## config.mk

```make
export PLATFORM = sky130hd
export DESIGN_NAME = seq_divider32by16
export DESIGN_NICKNAME = d
export VERILOG_FILES = /design/src/rtl/seq_divider32by16.sv
export SDC_FILE = /design/constraint.sdc
export NUM_CORES = 1
export LEC_CHECK = 0
export ABC_AREA = 1
export CAP_MARGIN = 40
export CORE_MARGIN = 2
export CORE_UTILIZATION = 28
export DETAILED_ROUTE_END_ITERATION = 6
export GPL_ROUTABILITY_DRIVEN = 1
export GPL_TIMING_DRIVEN = 1
export PLACE_DENSITY_LB_ADDON = 0.12
export SLEW_MARGIN = 40
export SYNTH_ARGS = -nofsm -noshare
export SYNTH_HDL_FRONTEND = slang
export SYNTH_SLANG_ARGS = --single-unit
```

## constraint.sdc

```tcl
create_clock -name clk -period 5.6 [get_ports clk]
set_clock_uncertainty 0.05 [all_clocks]
set_input_delay 1.12 -clock clk [delete_from_list [all_inputs] [get_ports clk]]
set_output_delay 1.12 -clock clk [all_outputs]
set_load 0.1 [all_outputs]
```

## src/rtl/seq_divider32by16.sv

```systemverilog
// Sequential restoring divider, 2*DW / DW -> DW quotient + DW remainder.
// Define DIVIDER_SIGNED_EN for two's complement operands (adds a FIXUP cycle).
`timescale 1ns/1ps
module seq_divider32by16 #(
  parameter int DW = 16
) (
  input  logic            clk,
  input  logic            rst_n,
  input  logic            start,
  input  logic [2*DW-1:0] dividend,
  input  logic [DW-1:0]   divisor,
  output logic            busy,
  output logic            done,
  output logic [DW-1:0]   quotient,
  output logic [DW-1:0]   remainder,
  output logic            div_by_zero,
  output logic            overflow
);

  localparam int CW = $clog2(DW);

  typedef enum logic [2:0] {
    S_IDLE,
    S_CHECK,
    S_RUN,
    S_FIXUP,
    S_DONE
  } state_t;

  state_t          r_state;
  logic [2*DW-1:0] r_dvd;
  logic [DW-1:0]   r_dvs;
  logic [DW-1:0]   r_rem;
  logic [DW-1:0]   r_lo;
  logic [DW-1:0]   r_q;
  logic [CW-1:0]   r_cnt;
  logic            r_dz;
  logic            r_ov;

  logic [DW:0]     w_shift;
  logic            w_ge;
  logic [DW-1:0]   w_diff;
  logic [DW-1:0]   w_hi;
  logic [DW-1:0]   w_lo;
  logic [DW-1:0]   w_dvs;

  assign w_shift = {r_rem, r_lo[DW-1]};
  assign w_ge    = (w_shift >= {1'b0, r_dvs});
  // Result of a taken subtract is below the divisor, so DW bits suffice
  assign w_diff  = w_shift[DW-1:0] - r_dvs;

`ifdef DIVIDER_SIGNED_EN
  localparam logic [DW-1:0] POS_MAX = {1'b0, {(DW-1){1'b1}}};
  localparam logic [DW-1:0] NEG_MAX = {1'b1, {(DW-1){1'b0}}};

  logic [2*DW-1:0] w_mag_dvd;
  logic            r_neg;
  logic            r_big;

  assign w_mag_dvd = r_dvd[2*DW-1] ? ({(2*DW){1'b0}} - r_dvd) : r_dvd;
  assign w_dvs     = r_dvs[DW-1] ? ({DW{1'b0}} - r_dvs) : r_dvs;
  assign w_hi      = w_mag_dvd[2*DW-1:DW];
  assign w_lo      = w_mag_dvd[DW-1:0];
`else
  assign w_dvs = r_dvs;
  assign w_hi  = r_dvd[2*DW-1:DW];
  assign w_lo  = r_dvd[DW-1:0];
`endif

  always_ff @(posedge clk) begin
    if (!rst_n) begin
      r_state     <= S_IDLE;
      r_dvd       <= '0;
      r_dvs       <= '0;
      r_rem       <= '0;
      r_lo        <= '0;
      r_q         <= '0;
      r_cnt       <= '0;
      r_dz        <= 1'b0;
      r_ov        <= 1'b0;
      busy        <= 1'b0;
      done        <= 1'b0;
      quotient    <= '0;
      remainder   <= '0;
      div_by_zero <= 1'b0;
      overflow    <= 1'b0;
`ifdef DIVIDER_SIGNED_EN
      r_neg       <= 1'b0;
      r_big       <= 1'b0;
`endif
    end else begin
      done <= 1'b0;
      busy <= 1'b1;
      case (r_state)
        S_IDLE: begin
          busy <= 1'b0;
          // The done cycle still counts as busy, so start is ignored there
          if (start && !done) begin
            r_dvd   <= dividend;
            r_dvs   <= divisor;
            r_dz    <= 1'b0;
            r_ov    <= 1'b0;
            busy    <= 1'b1;
            r_state <= S_CHECK;
`ifdef DIVIDER_SIGNED_EN
            r_big   <= 1'b0;
`endif
          end
        end
        S_CHECK: begin
          r_rem <= w_hi;
          r_lo  <= w_lo;
          r_dvs <= w_dvs;
`ifdef DIVIDER_SIGNED_EN
          r_neg <= r_dvd[2*DW-1] ^ r_dvs[DW-1];
`endif
          if (r_dvs == '0) begin
            r_dz    <= 1'b1;
            r_q     <= '1;
            r_rem   <= r_dvd[DW-1:0];
            r_state <= S_DONE;
          end else if (w_hi >= w_dvs) begin
`ifdef DIVIDER_SIGNED_EN
            r_big   <= 1'b1;
            r_state <= S_FIXUP;
`else
            r_ov    <= 1'b1;
            r_q     <= '1;
            r_rem   <= r_dvd[DW-1:0];
            r_state <= S_DONE;
`endif
          end else begin
            r_cnt   <= CW'(DW-1);
            r_state <= S_RUN;
          end
        end
        S_RUN: begin
          r_rem <= w_ge ? w_diff : w_shift[DW-1:0];
          r_lo  <= {r_lo[DW-2:0], 1'b0};
          r_q   <= {r_q[DW-2:0], w_ge};
          r_cnt <= r_cnt - 1'b1;
          if (r_cnt == '0) begin
`ifdef DIVIDER_SIGNED_EN
            r_state <= S_FIXUP;
`else
            r_state <= S_DONE;
`endif
          end
        end
`ifdef DIVIDER_SIGNED_EN
        S_FIXUP: begin
          if (r_big || (!r_neg && r_q > POS_MAX) ||
              (r_neg && r_q > NEG_MAX)) begin
            r_ov  <= 1'b1;
            r_q   <= '1;
            r_rem <= r_dvd[DW-1:0];
          end else begin
            r_q   <= r_neg ? ({DW{1'b0}} - r_q) : r_q;
            r_rem <= r_dvd[2*DW-1] ? ({DW{1'b0}} - r_rem) : r_rem;
          end
          r_state <= S_DONE;
        end
`endif
        S_DONE: begin
          done        <= 1'b1;
          quotient    <= r_q;
          remainder   <= r_rem;
          div_by_zero <= r_dz;
          overflow    <= r_ov;
          r_state     <= S_IDLE;
        end
        default: begin
          busy    <= 1'b0;
          r_state <= S_IDLE;
        end
      endcase
    end
  end

endmodule

```

==> run metrics, run 1 <==
WS Path Type in2reg; area post-placement 8300 um^2; H-tree levels 4; total routed wirelength 22.7 mm; Ys Warns 0; worst-margin pin slew 0.752 ns; hold_buf cts 0; Rel. slew slack 49.8%; final setup vio count 0; RSZ-0062 raised after global routing no; Layout fillers 2887; FF/Latch Area roughly 2800 um^2; initial DRC count around 450; DRT Pass-1 Iters 7; crit share post-route 48.2%; asr flop ratio synth 0%; clk_lat worst skew 0.42 ns; placed cells ~1400; Final Hold Vio Count 0; most used cell, CP o21ai_2; Die W 167 um; CP startpoint start; Slew Limit Fails 0; DIE HEIGHT 167 um; status finished, violations left; GR Overflow Total 0; crit path time final between 2 and 3 ns; CORE AREA 26100 um^2; Buf/Inv on CP 4; Synth cell types 40; TritonCTS Buffers 17; worst hold path type reg2reg; R2R Path Start r_dvs[11]$_SDFFE_PN0P_; Syn-to-layout area delta 19.0%; kind of end point of the critical path flop; top_reg_cell synth dfxtp_1; largest net degree at the start of global routing 95; area of the die 28000 um^2; vias in the first global route 6568; Antenna Nets Post-Route 0; initial antenna violation count 0; Max Cap Viol 0; Mapped Cells 1078; critical path peak fanout between 60 and 70; slowest cell on the critical path inv_4; Placement Setup Slack 2.45 ns; violated checks design-rule violations; Layout Cells excl Fill 1481; number of synthesized flops with an enable pin 0; Post-Syn Area between 7000 and 8000 um^2; CP delay by family, top buffers and inverters; layout cells sized above 1 9.34%; first-pass GRT wire length 36.7 mm; Clock Tree Root clkbuf_16; Post-CTS Setup Inserts 0; detailed placer's ending HPWL 16.5 mm; num ports slightly below 90; area leader, netlist dfxtp_1; Std-Cell Rows between 50 and 60; CTS clk-pin slew, worst paths 0.06 ns; IO Port Bufs 86; PnR worst setup slack 2.90 ns; top cells by area, synth dfxtp_1 38%, nand2_1 11%, inv_1 8.4%; WP data arrival 2.99 ns; clk sinks ~140; Req. time, crit path 5.89 ns; Total Routing Usage GR around 17%; setup TNS 0 ns; total vias in the final route 6838; Clock Path Buffers 2; Cell Chain, Critical Path clkdlybuf4s50_1, inv_1, o21ai_2, o21ai_2, nor2_4, inv_4, buf_4, o21ai_0, a21oi_1; CP peak stage delay 0.47 ns; GP Congestion 0.821; Ant. Diodes 0; Vias/cell 4.62; syn avg cell area 6.93 um^2; area of the multi-input gates 3690 um^2; detailed-route DRC error count 4; sequential fraction of the synthesis area 37.8%; post_cts resized 0; WL/cell 15.3 um; cell area after layout 8890 um^2; Syn Nets 1163; startpoint types input port; HP Start r_lo[2]$_SDFFE_PN0P_; Initial Utilization 28.6%; Fmax around 370 MHz; layout net count 1218; Seq cells post-synth 141; CTS tree done; share of the synthesized area in the top cell type a little under two fifths
==> worst min-delay path, cell delays in order (launching register included) <==
cell	delay (ns)
dfxtp_1	0.31
nand2_1	0.05
a21oi_1	0.05
==> cell families after synthesis <==
| kind of cell | after synthesis | synth area share [%] |
|---|---|---|
| flip-flops | 141 | 37.8 |
| XOR/XNOR | 8 | 0.937 |
| buffers and inverters | 227 | 13.0 |
| adder cells (fa/ha/maj) | 34 | 5.79 |
| AND/OR/NAND/NOR | 426 | 25.8 |
| AO/OA/AOI/OAI | 242 | 16.8 |
==> placed cells by master, fill, tap and decap left out, types with 5 or more instances in the layout <==
cell             Yosys  layout
buf_2               12      36
clkdlybuf4s50_1      0      49
clkbuf_16            0      17
inv_1              167     167
xor2_1               5       5
ha_1                33      33
nand4_1             25      25
a21oi_1            102     102
o21ai_1             21      21
nand2_1            226     226
dfxtp_1            141     141
nor2_1              59      58
clkinv_8             0       5
nand3_1             85      85
o21ai_0            109     109
==> through the flow <==
stage          hold slack, ns  utilization, %
6_report                0.411            34.0
5_1_grt                 0.431            34.0
4_1_cts                 0.415            34.0
3_5_place_dp            0.405            31.7
3_3_place_gp            0.403            32.4
2_1_floorplan           0.380               -
==> worst paths after layout <==
| kind | endpoint | slack [ns] | cells after the start |
|---|---|---|---|
| setup / recovery | r_dvd[2]$_SDFFE_PN0P_ | 2.90 | 9 |
| hold / removal | r_lo[2]$_SDFFE_PN0P_ | 0.41 | 2 |
| hold reg to reg | r_lo[2]$_SDFFE_PN0P_ | 0.41 | 2 |
| setup reg to reg | r_q[6]$_SDFFE_PN0P_ | 2.94 | 12 |
==> final cells by class <==
cell class              instances  share of cell area [%]
well taps                     335                    4.71
inverters                     173                    7.36
clock buffers                  17                    4.78
clock inverters                15                    1.94
flip-flops and latches        141                    31.7
repair buffers                 90                    8.00
multi-input cells             710                    41.5
==> state kept, by name (all words and copies together) (netlist names), 3 cells and up <==
name / flops
remainder: 16
r_dvd: 32
r_rem: 16
r_cnt: 4
r_state: 3
r_q: 16
r_lo: 16
quotient: 16
r_dvs: 16
==> routing by layer <==
layer  track usage [%]  routed length, um  up-vias  share of wire [%]
li1                  -                  -     3591                  -
met1              23.8              11500     3099                 51
met2              25.4               9800      126                 43
met3              3.24               1010       22                4.4
met4              4.84                423        0                1.9
met5                 0                  0        -                  0
==> cell usage after synthesis (3+ instances only) <==
library cell	instances
inv_2	5
buf_4	4
nor2_2	4
o21ai_0	109
nand3_1	85
o21ai_2	3
xnor2_1	3
clkbuf_1	27
dfxtp_1	141
nand4_1	25
buf_2	12
nand2_2	4
o21ai_1	21
xor2_1	5
nor2_4	3
a21oi_1	102
ha_1	33
nand2_1	226
nand3b_1	4
inv_1	167
nor2_1	59
a21oi_2	3
and3_1	3
buf_6	10
Power of run 1 is not shown: default switching activity piles up to over one toggle a cycle in this logic, so the estimate is an artifact.
==> run 2: changes to the inputs <==
- clock period: 5.6 -> 2.46 ns (I/O delays scaled with it)
==> run 2 against run 1 <==
  * The flow still finishes with violations (design-rule violations)
  * Routed wire length increased by 2.9%
  * Worst hold slack gained 0.0029 ns
  * First-iteration DRC count rose by 11%
  * Utilization grew 1.2 points
  * Critical path depth up 4
  * Non-clock buffer count grew 28
  * Sequential share of layout area shrank 1.1 points
  * Register-to-register slack lost 2.8 ns
  * Count of clock-buffer cells in the layout unchanged
  * Worst setup slack worse by 2.7 ns
  * Largest cell class unchanged
==> run metrics, run 2 (same netlist as run 1, synthesis figures left out) <==
CTS clk-pin slew, worst paths 0.07 ns; worst-margin pin slew 0.726 ns; GP Congestion about 0.84; WS Path Type reg2reg; detailed-route DRC error count 4; CP delay by family, top simple AND/OR/NAND/NOR gates; final setup vio count 0; placed cells 1472; first-pass GRT wire length between 30 and 40 mm; clk sinks 141; CP peak stage delay around 0.46 ns; critical path peak fanout 18; WP data arrival 2.57 ns; initial antenna violation count 0; DIE HEIGHT 167 um; Antenna Nets Post-Route 0; Initial Utilization about 29%; Layout fillers 2867; largest net degree at the start of global routing 49; num ports 87; crit path time final 2.30 ns; Die W 167 um; hold_buf cts 0; violated checks design-rule violations; initial DRC count 497; IO Port Bufs 86; CORE AREA around 26000 um^2; Placement Setup Slack 0.0819 ns; CTS tree done; layout net count 1246; PnR worst setup slack 0.158 ns; status finished, violations left; cell area after layout 9210 um^2; worst hold path type reg2reg; most used cell, CP nand2_1; layout cells sized above 1 12.0%; area post-placement 8580 um^2; area of the die 28000 um^2; Fmax roughly 430 MHz; Buf/Inv on CP 1; total routed wirelength 23.4 mm; detailed placer's ending HPWL 17.4 mm; Std-Cell Rows 59; TritonCTS Buffers 17; startpoint types flop; WHS approximately 0.41 ns; Slew Limit Fails 0; WL/cell 15.5 um; Layout Cells excl Fill 1509; Max Cap Viol 0; area of the multi-input gates around 3700 um^2; clk_lat worst skew between 0.4 and 0.5 ns; slowest cell on the critical path dfxtp_1; commonest cells after routing, fill and taps aside 225 x nand2_1, 166 x inv_1, 140 x dfxtp_1; Clock Path Buffers 2; vias in the first global route 6622; Rel. slew slack 51.5%; GR Overflow Total 0; commonest non-fill, non-tap cell in the layout nand2_1; Final Hold Vio Count 0; max reg flops 32; Ant. Diodes 0; Clock Tree Root clkbuf_16; DRT Pass-1 Iters 7; Syn-to-layout area delta 23.2%; total vias in the final route 6875; Total Routing Usage GR 16.9%; crit share post-route around 94%; Req. time, crit path 2.73 ns; kind of end point of the critical path flop; Vias/cell approximately 4.6; Cell Chain, Critical Path ha_2, nand2_1, nand2_1, a21oi_4, nand3_2, nand2_8, nand2_8, nand2_1, nand2_1, nand2_1, nand3_1, nand2_1, inv_1; H-tree levels 4; FF/Latch Area 2820 um^2; Most flops, register r_dvd
[run 2: cell types whose count changed in the layout (fill, tap and decap cells not counted), sizes merged]
cell and delta:
inv +2, clkinvlp +1, clkinv -3, buf +28
[run 2: worst register-to-register path, delay by kind of cell (launching register included)]
family                     cells  cell delay, ns
buffers and inverters          1            0.03
adders and majority gates      1            0.37
AOI/OAI and AO/OA              1            0.21
and+or+nand+nor               10            1.08
DFF                            1            0.46
[run 2: metal layers]
layer  wire length (um)  up-vias  GRT usage (%)
met2              10500       95           27.0
met4                289        0           3.89
met3                710       14           3.26
met5                  0        -              0
met1              11900     3137           23.5
li1                   -     3629              -
[run 2: path summary, 6_finish.rpt]
kind                                          endpoint  slack [ns]  cells past startpoint                  start
worst max-delay path            r_rem[12]$_SDFFE_PN0P_        0.16                     13  r_rem[7]$_SDFFE_PN0P_
worst min register to register    r_lo[9]$_SDFFE_PN0P_        0.41                      2   r_lo[9]$_SDFFE_PN0P_
worst min-delay path              r_lo[9]$_SDFFE_PN0P_        0.41                      2   r_lo[9]$_SDFFE_PN0P_
worst max register to register  r_rem[12]$_SDFFE_PN0P_        0.16                     13  r_rem[7]$_SDFFE_PN0P_
[run 2: layout make-up]
class	count	area share (%)
multi-input combinational	710	40.4
sequential	141	30.7
timing repair buffer	118	11.4
inverter	173	7.08
clock buffer	17	4.62
tap	335	4.55
clock inverter	15	1.36
[run 2: timing repair]
action	4_1_cts	5_1_grt
buffers inserted	0	5
gates resized for setup	0	8
setup endpoints to repair	0	23
[run 2: per-stage QoR]
step | TNS [ns] | utilization [%]
floorplan | 0 | -
global placement | 0 | 32.8
detailed placement | 0 | 32.8
CTS | 0 | 34.9
global route | -0.00395 | 35.2
finish | 0 | 35.2
Power of run 2 is left out for the same reason.
==> run 3: changes to the inputs <==
- clock period: 2.46 -> 2.5 ns (I/O delays scaled with it)
==> run 3 against run 2 <==
  * Register-to-register slack gained 0.08 ns
  * Via count shrank 0.28%
  * Fmax grew 1.8%
  * Non-clock buffer count shrank 2
  * Count of clock-buffer cells in the layout is the same
  * Critical endpoint is now r_rem[4]$_SDFFE_PN0P_
  * Routed wire length grew 0.38%
  * Flip-flop and latch count is the same
  * Critical path type unchanged
  * First-iteration DRC count shrank 19%
  * The flow still finishes with violations (design-rule violations)
  * Die area is the same
==> run metrics, run 3 (same netlist as run 1, synthesis figures left out) <==
Initial Utilization between 20% and 30%; initial antenna violation count 0; Ant. Diodes 0; WP data arrival 2.59 ns; Total Routing Usage GR approximately 17%; CORE AREA 26100 um^2; Most flops, register r_dvd; clk sinks 141; HP Start r_lo[0]$_SDFFE_PN0P_; DIE HEIGHT 167 um; Antenna Nets Post-Route 0; IO Port Bufs 86; area post-placement 8580 um^2; WS Path Type reg2reg; RSZ-0062 raised after global routing no; CTS tree done; crit share post-route 90.5%; num ports 87; CP startpoint r_rem[11]$_SDFFE_PN0P_; commonest cells after routing, fill and taps aside 226 x nand2_1, 166 x inv_1, 141 x dfxtp_1; layout net count 1244; Req. time, crit path 2.83 ns; Syn-to-layout area delta 23.4%; Rel. slew slack 50.7%; status finished, violations left; critical path peak fanout 8; hold depth 2; Max Cap Viol 0; commonest non-fill, non-tap cell in the layout nand2_1; DRT Pass-1 Iters 7; GR Overflow Total 0; initial DRC count 401; crit path time final 2.26 ns; detailed placer's ending HPWL between 15 and 20 mm; Slew Limit Fails 0; total vias in the final route approximately 7000; CTS clk-pin slew, worst paths 0.07 ns; worst-margin pin slew 0.738 ns; hold_buf cts 0; R2R Path Start r_rem[11]$_SDFFE_PN0P_; detailed-route DRC error count 4; cell area after layout approximately 9200 um^2; area of the die about 28000 um^2; total routed wirelength about 23 mm; startpoint types flop; Clock Path Buffers 2; first-pass GRT wire length 37.1 mm; max reg flops 32; setup TNS 0 ns; Clock Tree Root clkbuf_16; clk_lat worst skew ~0.43 ns; Fmax between 400 and 500 MHz; Vias/cell 4.55; Std-Cell Rows 59; WL/cell between 15 and 20 um; vias in the first global route roughly 6600; TritonCTS Buffers 17; largest net degree at the start of global routing 47; H-tree levels 4; Die W 167 um; kind of end point of the critical path flop; final setup vio count 0; worst hold path type reg2reg; R2R cell count 13; GP Congestion 0.852; violated checks design-rule violations; Final Hold Vio Count 0; layout cells sized above 1 11.6%
## run 3: cell count changes in the layout (fill, tap and decap cells not counted), sizes merged
cell      previous run  this run
inv                182       180
clkinvlp             4         1
clkinv               2         7
buf                 69        67
## run 3: layout make-up
| cell class | instances | area, um^2 |
|---|---|---|
| Timing Repair Buffer | 116 | 1030 |
| Sequential cell | 141 | 2820 |
| Multi-Input combinational cell | 710 | 3700 |
| Clock inverter | 15 | 169 |
| Inverter | 173 | 652 |
| Clock buffer | 17 | 425 |
| Fill cell | 2870 | 16900 |
| Tap cell | 335 | 419 |
## run 3: through the flow
step | util, % | hold WS (ns) | std cells | setup slack [ns]
3_5_place_dp | 32.8 | 0.405 | 1471 | 0.181
3_3_place_gp | 32.8 | 0.403 | 1471 | 0.132
6_report | 35.3 | 0.412 | 1507 | 0.238
4_1_cts | 35.1 | 0.406 | 1503 | 0.169
2_1_floorplan | - | 0.380 | 1078 | 0.582
5_1_grt | 35.3 | 0.437 | 1507 | 0.0217
## run 3: layer usage
layer  track usage, %  up-vias  share of wire (%)
li1                 -     3631                  -
met1             23.4     3075                 49
met2             26.8      131                 44
met3             3.55       19                4.7
met4             4.88        0                1.7
met5                0        -                  0
## run 3: worst paths after layout
path / slack [ns] / end
setup / recovery: 0.24 / r_rem[4]$_SDFFE_PN0P_
hold / removal: 0.41 / r_lo[0]$_SDFFE_PN0P_
setup reg to reg: 0.24 / r_rem[4]$_SDFFE_PN0P_
hold reg to reg: 0.41 / r_lo[0]$_SDFFE_PN0P_
## run 3: critical path, stage by stage, from the launching register on
cell and delay [ns]:
dfxtp_1 0.49, ha_1 0.36, nand2_1 0.12, inv_1 0.07
a21oi_2 0.18, nor2_1 0.09, nor2_4 0.25, buf_4 0.21
nand3_1 0.08, nand2_1 0.07, nand2_1 0.04, nand3_1 0.11
nand2_1 0.06, inv_1 0.04
## run 3: what timing repair did
item	in CTS	in global routing
resized for setup	0	4
endpoints found under the hold margin	0	0
setup endpoints to repair	0	11
setup buffers	0	4
Power of run 3 is left out for the same reason.
